## config.mk

```make
export PLATFORM = sky130hd
export DESIGN_NAME = redmule_stream_addrgen
export DESIGN_NICKNAME = d
export VERILOG_FILES = /design/src/rtl/redmule_pkg.sv /design/src/rtl/redmule_addrgen_dim_counter.sv /design/src/rtl/redmule_stream_addrgen.sv
export SDC_FILE = /design/constraint.sdc
export NUM_CORES = 1
export LEC_CHECK = 0
export ABC_CLOCK_PERIOD_IN_PS = 6740
export CAP_MARGIN = 0
export CORE_MARGIN = 2
export CORE_UTILIZATION = 45
export DETAILED_ROUTE_END_ITERATION = 16
export PLACE_DENSITY = 0.73
export SYNTH_ARGS = -nofsm -noshare
export SYNTH_HDL_FRONTEND = slang
export SYNTH_SLANG_ARGS = --single-unit
```

## constraint.sdc

```tcl
create_clock -name clk_i -period 6.74 [get_ports clk_i]
set_input_delay 1.348 -clock clk_i [delete_from_list [all_inputs] [get_ports clk_i]]
set_output_delay 1.348 -clock clk_i [all_outputs]
set_load 0.02 [all_outputs]
```

## src/rtl/redmule_pkg.sv

```systemverilog
// rtl/redmule_pkg.sv - shared types and constants for the RedMulE stream address generator
package redmule_pkg;

  localparam int ADDRGEN_DIMS = 4;
  localparam int ADDRGEN_AW   = 32;
  localparam int ADDRGEN_LW   = 16;

  typedef enum logic {
    IDLE,
    RUN
  } addrgen_state_e;

  typedef struct packed {
    logic [ADDRGEN_AW-1:0] base;
    logic [ADDRGEN_LW-1:0] tot_len;
    logic [ADDRGEN_LW-1:0] d0_len;
    logic [ADDRGEN_AW-1:0] d0_stride;
    logic [ADDRGEN_LW-1:0] d1_len;
    logic [ADDRGEN_AW-1:0] d1_stride;
    logic [ADDRGEN_LW-1:0] d2_len;
    logic [ADDRGEN_AW-1:0] d2_stride;
    logic [ADDRGEN_AW-1:0] d3_stride;
    logic [2:0]            dim_enable_1h;
  } addrgen_ctrl_t;

endpackage

```

## src/rtl/redmule_addrgen_dim_counter.sv

```systemverilog
// rtl/redmule_addrgen_dim_counter.sv - one level of the strided pattern: wrapping index plus offset accumulator
module redmule_addrgen_dim_counter #(
  parameter int AW = 32,
  parameter int LW = 16
) (
  input  logic          clk_i,
  input  logic          rst_ni,
  input  logic          clear_i,
  input  logic          step_i,
  input  logic          wrap_en_i,
  input  logic [LW-1:0] len_i,
  input  logic [AW-1:0] stride_i,
  output logic [AW-1:0] off_o,
  output logic          wrap_o
);

  logic [LW-1:0] idx_q;
  logic [AW-1:0] off_q;

  // A zero length never wraps, so the level degenerates to a linear stride
  assign wrap_o = step_i && wrap_en_i && (len_i != '0) && (idx_q == len_i - LW'(1));
  assign off_o  = off_q;

  always_ff @(posedge clk_i or negedge rst_ni) begin
    if (!rst_ni) begin
      idx_q <= '0;
      off_q <= '0;
    end else if (clear_i || wrap_o) begin
      idx_q <= '0;
      off_q <= '0;
    end else if (step_i) begin
      idx_q <= idx_q + LW'(1);
      off_q <= off_q + stride_i;
    end
  end

endmodule

```

## src/rtl/redmule_stream_addrgen.sv

```systemverilog
// rtl/redmule_stream_addrgen.sv - strided TCDM address stream generator; REDMULE_ADDRGEN_PERF_EN adds stall_cnt_o
module redmule_stream_addrgen
  import redmule_pkg::*;
#(
  parameter int AW = ADDRGEN_AW,
  parameter int LW = ADDRGEN_LW
) (
  input  logic          clk_i,
  input  logic          rst_ni,
  input  logic          clear_i,
  input  logic          req_start_i,
  input  logic [AW-1:0] base_addr_i,
  input  logic [LW-1:0] tot_len_i,
  input  logic [LW-1:0] d0_len_i,
  input  logic [AW-1:0] d0_stride_i,
  input  logic [LW-1:0] d1_len_i,
  input  logic [AW-1:0] d1_stride_i,
  input  logic [LW-1:0] d2_len_i,
  input  logic [AW-1:0] d2_stride_i,
  input  logic [AW-1:0] d3_stride_i,
  input  logic [2:0]    dim_enable_1h_i,
  output logic          ready_start_o,
  output logic [AW-1:0] addr_o,
  output logic          addr_valid_o,
  input  logic          addr_ready_i,
`ifdef REDMULE_ADDRGEN_PERF_EN
  output logic [31:0]   stall_cnt_o,
`endif
  output logic          done_o
);

  addrgen_state_e state_q, state_d;
  addrgen_ctrl_t  ctrl_q;
  logic [LW-1:0]  cnt_q;
  logic           done_q;
  logic           start_run, start_empty, beat, last_beat, cnt_clr;

  logic [LW-1:0] lens    [ADDRGEN_DIMS-1];
  logic [AW-1:0] strides [ADDRGEN_DIMS];
  logic [AW-1:0] offs    [ADDRGEN_DIMS];
  logic          steps   [ADDRGEN_DIMS];
  logic          wraps   [ADDRGEN_DIMS-1];

  assign start_run   = (state_q == IDLE) && req_start_i && (tot_len_i != '0) && !clear_i;
  assign start_empty = (state_q == IDLE) && req_start_i && (tot_len_i == '0) && !clear_i;
  assign beat        = addr_valid_o && addr_ready_i;
  assign last_beat   = beat && (cnt_q == ctrl_q.tot_len - LW'(1));
  assign cnt_clr     = clear_i || start_run;

  assign ready_start_o = (state_q == IDLE);
  assign addr_valid_o  = (state_q == RUN);
  assign done_o        = done_q;
  assign addr_o        = ctrl_q.base + offs[0] + offs[1] + offs[2] + offs[3];

  always_comb begin
    state_d = state_q;
    case (state_q)
      IDLE:    if (req_start_i && (tot_len_i != '0)) state_d = RUN;
      RUN:     if (last_beat) state_d = IDLE;
      default: state_d = IDLE;
    endcase
    if (clear_i) state_d = IDLE;
  end

  always_ff @(posedge clk_i or negedge rst_ni) begin
    if (!rst_ni) begin
      state_q <= IDLE;
      ctrl_q  <= '0;
      cnt_q   <= '0;
      done_q  <= 1'b0;
    end else begin
      state_q <= state_d;
      done_q  <= start_empty || (last_beat && !clear_i);
      if (start_run) begin
        ctrl_q <= '{base: base_addr_i, tot_len: tot_len_i,
                    d0_len: d0_len_i, d0_stride: d0_stride_i,
                    d1_len: d1_len_i, d1_stride: d1_stride_i,
                    d2_len: d2_len_i, d2_stride: d2_stride_i,
                    d3_stride: d3_stride_i, dim_enable_1h: dim_enable_1h_i};
      end
      if (cnt_clr) cnt_q <= '0;
      else if (beat) cnt_q <= cnt_q + LW'(1);
    end
  end

  assign lens[0]    = ctrl_q.d0_len;
  assign lens[1]    = ctrl_q.d1_len;
  assign lens[2]    = ctrl_q.d2_len;
  assign strides[0] = ctrl_q.d0_stride;
  assign strides[1] = ctrl_q.d1_stride;
  assign strides[2] = ctrl_q.d2_stride;
  assign strides[3] = ctrl_q.d3_stride;

  // A wrap at level k replaces the level-k step with a step of level k+1
  assign steps[0] = beat;
  assign steps[1] = wraps[0];
  assign steps[2] = wraps[1];
  assign steps[3] = wraps[2];

  for (genvar k = 0; k < ADDRGEN_DIMS - 1; k++) begin : g_dim
    redmule_addrgen_dim_counter #(.AW(AW), .LW(LW)) i_dim (
      .clk_i     (clk_i),
      .rst_ni    (rst_ni),
      .clear_i   (cnt_clr),
      .step_i    (steps[k]),
      .wrap_en_i (ctrl_q.dim_enable_1h[k]),
      .len_i     (lens[k]),
      .stride_i  (strides[k]),
      .off_o     (offs[k]),
      .wrap_o    (wraps[k])
    );
  end

  // Outermost level has no wrap control and is a plain accumulator
  logic [AW-1:0] off3_q;
  assign offs[3] = off3_q;

  always_ff @(posedge clk_i or negedge rst_ni) begin
    if (!rst_ni)          off3_q <= '0;
    else if (cnt_clr)     off3_q <= '0;
    else if (steps[3])    off3_q <= off3_q + strides[3];
  end

`ifdef REDMULE_ADDRGEN_PERF_EN
  logic [31:0] stall_q;
  assign stall_cnt_o = stall_q;

  always_ff @(posedge clk_i or negedge rst_ni) begin
    if (!rst_ni)                        stall_q <= '0;
    else if (cnt_clr)                   stall_q <= '0;
    else if (addr_valid_o && !addr_ready_i && (stall_q != '1))
      stall_q <= stall_q + 32'd1;
  end
`endif

endmodule

```

* After elaboration in Yosys (flattened, before gate mapping)
Cells that the tools add are included.
W data, S select, Z words.
** Storage, ports and cells
- Flip-flop bits (word level) :: 421
- Output and inout bits :: 35
- Logic and storage cells :: 95
** Operators by class
- Add/subtract/negate cells :: 16
- Equal/unequal tests :: 4
- Mux-type cells :: 20
- Bitwise logic cells :: 1
- Reduce and logical (&&, ||, !) cells :: 34
** Operator list (number)
- $add A32 B32 Y32 :: 8
- $mux W32 :: 8
- $mux W16 :: 8
- $add A16 B1 Y16 const B :: 4
- $eq A16 B16 Y1 :: 4
- $reduce_bool A16 Y1 :: 4
- $sub A16 B1 Y16 const B :: 4
- $logic_and A1 B1 Y1 :: 18
- $logic_not A16 Y1 :: 1
- $reduce_bool A2 Y1 :: 5
- $logic_or A1 B1 Y1 :: 5
- $mux W1 :: 3
- $pmux W1 S2 :: 1
- $logic_not A1 Y1 :: 1
- $not A1 Y1 :: 1

* Logic depth before layout (Yosys ltp)
Gate-level depths: netlist of the first run.
- Depth after elaboration :: 12
- Depth in mapped cells :: 18
- Depth with buffers taken out :: 18

* By module
From an unflattened synthesis of the first run, not the netlist that was laid out.
** Second synthesis, totals
- Cells, all modules :: 3062
- Area total of the unflattened synthesis :: 29564.6 µm²
** By module, submodules not included
- redmule_stream_addrgen :: instances 1, cells each 1602, area an instance 16983.8 µm², sequential area each 6931.6 µm²
- redmule_addrgen_dim_counter (g_dim[2].i_dim) :: instances 1, cells each 492, area an instance 4227.8 µm², sequential area each 1201.2 µm²
- redmule_addrgen_dim_counter (g_dim[1].i_dim) :: instances 1, cells each 488, area an instance 4204.0 µm², sequential area each 1201.2 µm²
- redmule_addrgen_dim_counter (g_dim[0].i_dim) :: instances 1, cells each 480, area an instance 4149.0 µm², sequential area each 1201.2 µm²

* Least setup slack after synthesis of the first run
OpenSTA, ideal clock, no wires.
- Path type :: reg-to-output
- From :: register off3_q[2]
- To :: output port addr_o[30]
- Arrival time :: 4.645 ns
- Data required time :: 5.392 ns
- Path slack :: 0.747 ns
- Stages on the path, launching flop included :: 19
- Cells stage by stage :: dfrtp_1 inv_1 fa_1 inv_1 fa_1 inv_1 fa_1 inv_1 ha_1 a211oi_1 nor2_1 o41ai_1 o211a_1 o21ai_0 a21oi_1 o21ai_0 a211o_1 a311o_1 xor2_1
** On the way
- Word-level cells in the longest chain between the ends :: 1
** RTL lines
- from (decl) :: line redmule_stream_addrgen.sv:115 : logic [AW-1:0] off3_q;
- from (signal assigned) :: line redmule_stream_addrgen.sv:121 : else if (steps[3]) off3_q <= off3_q + strides[3];
- $add A32 B32 Y32 :: line redmule_stream_addrgen.sv:53 : assign addr_o = ctrl_q.base + offs[0] + offs[1] + offs[2] + offs[3];
- to (decl) :: line redmule_stream_addrgen.sv:23 : output logic [AW-1:0] addr_o,
Every way passes these cells.

* Worst setup path after layout of the first run
- From :: register g_dim[0].i_dim.off_q[1]
- To :: output port addr_o[29]
** On the way
- Word-level cells in the longest chain between the ends :: 4
** RTL lines
- from (decl) :: line redmule_addrgen_dim_counter.sv:18 : logic [AW-1:0] off_q;
- from (signal assigned) :: line redmule_addrgen_dim_counter.sv:33 : off_q <= off_q + stride_i;
- $add A32 B32 Y32 (4 in a row) :: line redmule_stream_addrgen.sv:53
Every way passes these cells.

==> flow_metrics.py, run 1 <==
metrics = {
    "logic_synthesis": {
        "yosysMostFrequentCell": "dfrtp_1",
        "syn_area_per_cell_um2": 9.73,
        "ys_ff_latch": 421,
        "synthTopCellsByCount": "421 x dfrtp_1, 273 x inv_1, 239 x nand2_1",
        "synth-edff-count": 0,
        "netlist_top_cells_area": "dfrtp_1 37%, mux2_2 7.9%, ha_1 7.3%, fa_1 6.8%, xnor2_1 4.3%",
        "yosys.area.top_type": "dfrtp_1",
        "synthCells": 2891,
        "synth_top_area_share": 0.375,
        "syn_nets": 3384,
        "ys_seq_area_frac": 0.375,
        "ys_async_sr_fraction": 1.00,
        "synth_cell_types": 78,
        "netlist_area_um2": 28100,
        "synthFlopType": "dfrtp_1",
        "ys_warn_count": 0,
    },
    "floorplanning": {
        "fp-row-count": 91,
        "chipHeight_um": 254,
        "io_pins": 267,
        "dieArea_um2": 64500,
        "die_w_um": 254,
        "core_area_um2": 61700,
        "start_util": 0.456,
    },
    "critical_path": {
        "critPathMaxFanout": 3,
        "start_kind": "flop",
        "cp.required_ns": 5.39,
        "worstReg2RegStart": "ctrl_q[67]$_DFFE_PN0P_",
        "regToRegSetupSlack_ns": 2.09,
        "critPathMostFrequentCell": "fa_1",
        "path_class": "reg2out",
        "regToRegEndpoint": "off3_q[28]$_DFFE_PN0P_",
        "r2r_cells": 12,
        "worst_path_max_delay_cell": "fa_1",
        "slowest_delay_ns": 0.53,
        "crit_path_cell_trace": "inv_2 > fa_1 > fa_1 > fa_1 > inv_1 > ha_2 > inv_1 > fa_2 > nor2b_2 > o21a_1 > o21ai_1 > a221o_1 > a21oi_2 > o311ai_2 > buf_4 > a21oi_2 > a21o_1 > a21oi_1 > xnor2_2 > buf_12",
        "endpoint_kind": "output pin",
        "worst-endpoint-arrival_ns": 5.24,
    },
    "pwr": {
        "pwr-share-clk": 0.352,
        "combPwrFrac": 0.250,
        "p_per_area_nw_per_um2": 231,
        "seq_power_share": 0.397,
        "swShare": 0.309,
        "peakVddDrop_mv": 0.148,
        "power_switching_mw": 2.39,
        "power_leakage_nw": 14.8,
        "intPower_mw": 5.35,
        "total_power_mw": 7.74,
    },
    "cells_and_area": {
        "final_util": 0.543,
        "layout.nets": 3643,
        "fin_cells": 4028,
        "drive_gt1_frac": 0.115,
        "syn_to_final_growth_pct": 19.3,
    },
    "global_routing": {
        "grt-ovfl-total": 0,
        "first_global_vias": 21260,
        "grt_pass1_wl_um": 116000,
        "grt_use_total": 0.228,
        "grt_max_degree": 137,
        "antenna_found_initial": 5,
    },
    "cts": {
        "postCtsHoldBufs": 0,
        "clk_pin_slew_ns": 0.06,
        "clock_path_buffers": 3,
        "cts.sinks": 421,
        "cts_tree": "built",
        "cts.htree.levels": 2,
        "cts-root-buf": "clkbuf_16",
        "cts_made_buffers": 49,
        "clock_latency_ns": 0.60,
    },
    "place": {
        "gp_congestion": 0.924,
        "dp.cells": 3934,
        "io_buffers": 266,
        "dp_hpwl_um": 55500,
    },
    "route": {
        "drc": 0,
        "drt_iter0_markers": 1456,
        "detail_route.wl_per_cell_um": 18.1,
        "drt-vias-per-instance": 5.41,
        "dr.pass1.iters": 5,
        "vias": 21789,
        "drtAntennaViolNets": 0,
        "wl_um": 72900,
    },
    "timing": {
        "fin_crit_sh": 0.978,
        "drv_slew": 0,
        "relSlewSlack": 0.321,
        "tightest_slew_ns": 1.02,
        "period_needed_ns": 6.59,
        "final-setup-viol-count": 0,
        "rsz0062_at_grt": "yes",
        "final-hold-violation-count": 0,
        "fin_skew_ns": 0.0190,
        "fmax_mhz": 152,
    },
    "min_path": {
        "hold_depth": 1,
        "min_path_type": "reg2reg",
        "hold_start": "g_dim[1].i_dim.off_o[31]$_DFFE_PN0P_",
        "hold-path-endpoint": "g_dim[1].i_dim.off_o[31]$_DFFE_PN0P_",
    },
    "status": {
        "status": "finished, final reports clean",
    },
    "run": {
        "cap_viol_max_count": 0,
    },
}
worst max-delay path, delay by kind of cell, from the launching register on:
family	cells	cell delay, ns
compound gates	8	1.40
xor+xnor	1	0.20
fa+ha+maj	5	1.96
buf+inv	5	0.54
flops	1	0.39
simple gates	1	0.14
worst max path at each step:
| stage | startpoint | end | slack [ns] | cells past startpoint |
|---|---|---|---|---|
| 6_report | g_dim[0].i_dim.off_o[1]$_DFFE_PN0P_ | addr_o[29] | 0.15 | 20 |
| 3_5_place_dp | ctrl_q[197]$_DFFE_PN0P_ | addr_o[30] | 0.05 | 20 |
| 2_1_floorplan | off3_q[2]$_DFFE_PN0P_ | addr_o[30] | 0.75 | 18 |
| 3_3_place_gp | ctrl_q[197]$_DFFE_PN0P_ | addr_o[30] | 0.11 | 20 |
| 4_1_cts | g_dim[0].i_dim.off_o[1]$_DFFE_PN0P_ | addr_o[29] | -0.03 | 20 |
| 5_1_grt | g_dim[0].i_dim.off_o[1]$_DFFE_PN0P_ | addr_o[29] | -0.09 | 20 |
power groups by stage:
stage	clock [mW]	combinational (mW)	sequential (mW)
2_1_floorplan	0	1.32	3.00
3_3_place_gp	0	1.89	3.12
3_5_place_dp	0	1.92	3.12
4_1_cts	2.80	1.92	3.08
5_1_grt	2.91	2.14	3.12
6_report	2.73	1.94	3.08
logic make-up (layout without fill, tap and decap cells):
kind of cell	after synthesis	in the layout	share of synthesized area
other	0	4	0
AOI/OAI and AO/OA	645	645	0.144
xor gates and xnor gates	253	253	0.0793
and+or+nand+nor	742	742	0.128
buffers and inverters	356	652	0.0479
muxes	213	213	0.0851
DFF	421	421	0.375
adders and majority gates	261	261	0.142
cell type report:
type,count,area (µm²)
repair buffers,291,2880
multi-input cells,2114,16400
fillers,5457,28200
inverters,273,1020
well taps,837,1050
flip-flops and latches,421,10500
clock buffers,75,1500
clock inverters,13,159
diodes,4,10.0
stage by stage:
stage / area [µm²] / TNS [ns] / worst slack (ns) / hold slack (ns)
floorplan: 28100 / 0 / 0.747 / 0.471
finish: 33500 / 0 / 0.151 / 0.485
global placement: 31700 / 0 / 0.112 / 0.477
CTS: 33400 / -0.0289 / -0.0289 / 0.492
global route: 33500 / -0.118 / -0.0876 / 0.519
detailed placement: 31700 / 0 / 0.0515 / 0.485
flip-flops by register name (all words and copies together), names as in the netlist:
register and count:
g_dim.i_dim.idx_q 48, off3_q 32, ctrl_q 227, g_dim.i_dim.off_o 96, addr_valid_o 1, done_o 1, cnt_q 16
per-layer routing:
layer,global-route usage,share of wire,vias up
li1,-,-,10677
met1,0.330,0.48,10542
met2,0.357,0.45,462
met3,0.0338,0.046,106
met4,0.0612,0.025,2
met5,0,0.00018,-
cell usage in the layout (no fill, tap or decap), types with 8 or more instances in the layout:
master,synthesis,final
mux2i_1,14,14
a22o_1,17,17
o211ai_1,11,11
clkbuf_1,70,10
buf_4,2,25
o21bai_1,15,15
inv_1,273,269
clkbuf_8,0,15
nand2b_1,32,31
and2_1,11,11
a211oi_1,32,31
a21oi_1,171,165
a31oi_1,19,19
xnor2_1,137,133
nor4_1,21,20
nor3_1,63,63
o21ai_0,189,183
nor2b_1,15,14
nand3_1,57,57
clkdlybuf4s50_1,0,247
a31o_2,9,9
o22ai_1,27,27
or2_2,8,8
or3_1,23,23
o21a_1,19,19
xor2_1,115,115
clkbuf_16,0,50
ha_1,165,163
or4_1,9,9
dfrtp_1,421,421
a21o_1,50,50
nand2_1,239,239
fa_1,96,94
mux2_2,198,198
nand4_1,35,35
and3_1,25,25
nor2_1,172,168
o31ai_1,12,11
repair_timing:
item | CTS | global route
pin swaps | 3 | 15
setup buffers | 0 | 2
resized for setup | 36 | 38
endpoints found under the setup margin | 18 | 18
(Power assumes the default switching activity.)
==> run 2, diff against run 1 <==
--- a/config.mk
+++ b/config.mk
@@ -9,6 +9,7 @@
 export CAP_MARGIN = 0
 export CORE_MARGIN = 2
 export CORE_UTILIZATION = 45
+export CTS_CLUSTER_DIAMETER = 40
 export DETAILED_ROUTE_END_ITERATION = 16
 export PLACE_DENSITY = 0.73
 export SYNTH_ARGS = -nofsm -noshare
==> run 2 against run 1 <==
Compared with the run above: cell count grew 1.6%; count of clock-buffer cells in the layout is 23 higher; sequential share of layout area decreased by 1.1 points; maximum frequency decreased by 0.31%.
==> flow_metrics.py, run 2 (synthesis results as in run 1) <==
metrics = {
    "critical_path": {
        "critPathMostFrequentCell": "inv_1",
        "slowest_delay_ns": 0.55,
        "path_class": "reg2out",
        "crit_family": "adder cells",
        "path_buf_inv": 6,
        "endpoint_kind": "output pin",
        "worst_path_max_delay_cell": "fa_1",
        "worst-endpoint-arrival_ns": 5.26,
        "critPathMaxFanout": 3,
        "start_kind": "flop",
        "crit_path_cell_trace": "inv_1 > fa_1 > inv_1 > fa_1 > inv_1 > fa_1 > inv_1 > ha_4 > a211oi_2 > nor2_2 > o41ai_2 > buf_4 > o211a_4 > o21ai_1 > a21oi_2 > o21ai_2 > a211o_1 > a311o_1 > xor2_1 > buf_4",
        "cp.required_ns": 5.39,
    },
    "cells_and_area": {
        "fill_cells": 5334,
        "final_common_cell": "dfrtp_1",
        "drive_gt1_frac": 0.132,
        "fin_cells": 4092,
        "layout.nets": 3676,
        "final_cell_mix": "421 x dfrtp_1, 272 x inv_1, 245 x clkdlybuf4s50_1",
        "syn_to_final_growth_pct": 23.8,
        "top_register": "ctrl_q",
        "final_util": 0.564,
        "largest_reg_flops": 227,
    },
    "timing": {
        "finalHoldWorstSlack_ns": 0.491,
        "fin_skew_ns": 0.0269,
        "rsz0062_at_grt": "yes",
        "fmax_mhz": 151,
        "drv_slew": 0,
        "period_needed_ns": 6.61,
        "tightest_slew_ns": 1.02,
        "fin_ws_ns": 0.130,
        "relSlewSlack": 0.321,
        "final-hold-violation-count": 0,
        "final-setup-viol-count": 0,
        "fin_crit_sh": 0.981,
    },
    "floorplanning": {
        "start_util": 0.456,
        "fp-row-count": 91,
        "io_pins": 267,
        "die_w_um": 254,
        "chipHeight_um": 254,
        "core_area_um2": 61700,
        "dieArea_um2": 64500,
    },
    "pwr": {
        "power_leakage_nw": 15.4,
        "p_per_area_nw_per_um2": 267,
        "peakVddDrop_mv": 0.191,
        "total_power_mw": 9.30,
    },
    "route": {
        "detail_route.wl_per_cell_um": 18.0,
        "drt-vias-per-instance": 5.39,
        "drt_iter0_markers": 1543,
        "vias": 22053,
        "wl_um": 73700,
        "drc": 0,
        "drtAntennaViolNets": 0,
        "dr.pass1.iters": 5,
    },
    "cts": {
        "cts_tree": "built",
        "cts_made_buffers": 82,
        "clock_latency_ns": 0.62,
        "cts-root-buf": "clkbuf_16",
        "cts.htree.levels": 3,
        "clock_path_buffers": 3,
        "clk_pin_slew_ns": 0.06,
        "cts.sinks": 421,
    },
    "global_routing": {
        "grt_max_degree": 137,
        "antenna_found_initial": 6,
        "grt_use_total": 0.230,
        "grt-ovfl-total": 0,
        "grt_pass1_wl_um": 117000,
        "first_global_vias": 21635,
    },
    "status": {
        "status": "finished, final reports clean",
    },
    "place": {
        "dp.cells": 3934,
        "io_buffers": 266,
        "gp_congestion": 0.924,
        "dp_hpwl_um": 55500,
        "dp_slack_ns": 0.0515,
    },
    "min_path": {
        "min_path_type": "reg2reg",
    },
    "run": {
        "cap_viol_max_count": 0,
    },
}
## run 2: cell count changes in the layout (fill, tap and decap cells not counted), sizes merged
cell,before,now
clkbuf,76,99
clkinv,7,21
inv,273,283
bufinv,3,12
clkinvlp,3,11
clkdlybuf4s15,1,3
clkdlybuf4s50,247,245
dlygate4sd2,7,9
buf,31,30
clkdlybuf4s18,1,0
## run 2: worst paths after layout
check | start | end | slack (ns) | cells after the start
max | g_dim[0].i_dim.off_o[2]$_DFFE_PN0P_ | addr_o[30] | 0.13 | 20
min | g_dim[1].i_dim.off_o[31]$_DFFE_PN0P_ | g_dim[1].i_dim.off_o[31]$_DFFE_PN0P_ | 0.49 | 1
max reg2reg | ctrl_q[67]$_DFFE_PN0P_ | off3_q[28]$_DFFE_PN0P_ | 2.13 | 12
min reg2reg | g_dim[1].i_dim.off_o[31]$_DFFE_PN0P_ | g_dim[1].i_dim.off_o[31]$_DFFE_PN0P_ | 0.49 | 1
max in group asynchronous | rst_ni | ctrl_q[181]$_DFFE_PN0P_ | 4.54 | 2
min in group asynchronous | rst_ni | ctrl_q[10]$_DFFE_PN0P_ | 0.78 | 1
## run 2: routing by layer
metal	vias to the layer above	GRT usage	share of wire
li1	10739	-	-
met1	10648	0.328	0.47
met2	542	0.356	0.45
met3	122	0.0337	0.048
met4	2	0.0825	0.029
met5	-	0	0.00022
## run 2: area by class of cell
class                      instances  area, µm²  area share
multi-input combinational       2114      16400       0.471
sequential                       421      10500       0.303
timing repair buffer             291       2890      0.0830
clock buffer                      98       2210      0.0636
tap                              837       1050      0.0301
inverter                         273       1020      0.0294
clock inverter                    54        703      0.0202
antenna                            4       10.0    0.000288
## run 2: stage by stage
stage               area, µm²  TNS [ns]
finish                  34800         0
global route            34800    -0.217
CTS                     34700   -0.0473
detailed placement      31700         0
global placement        31700         0
floorplan               28100         0
## run 2: power by group
group          internal [mW]  total [mW]  switching, mW
Combinational          0.917        1.94           1.02
Sequential              2.80        3.08          0.280
Clock                   2.83        4.27           1.45
## run 2: what timing repair did
item                                    CTS  global route
hold buffers                              0             0
resized for setup                        37            31
endpoints found under the setup margin   18            17
gates cloned                              0             0
pin swaps                                 4            11
setup buffers                             0             2
hold endpoints to repair                  0             0
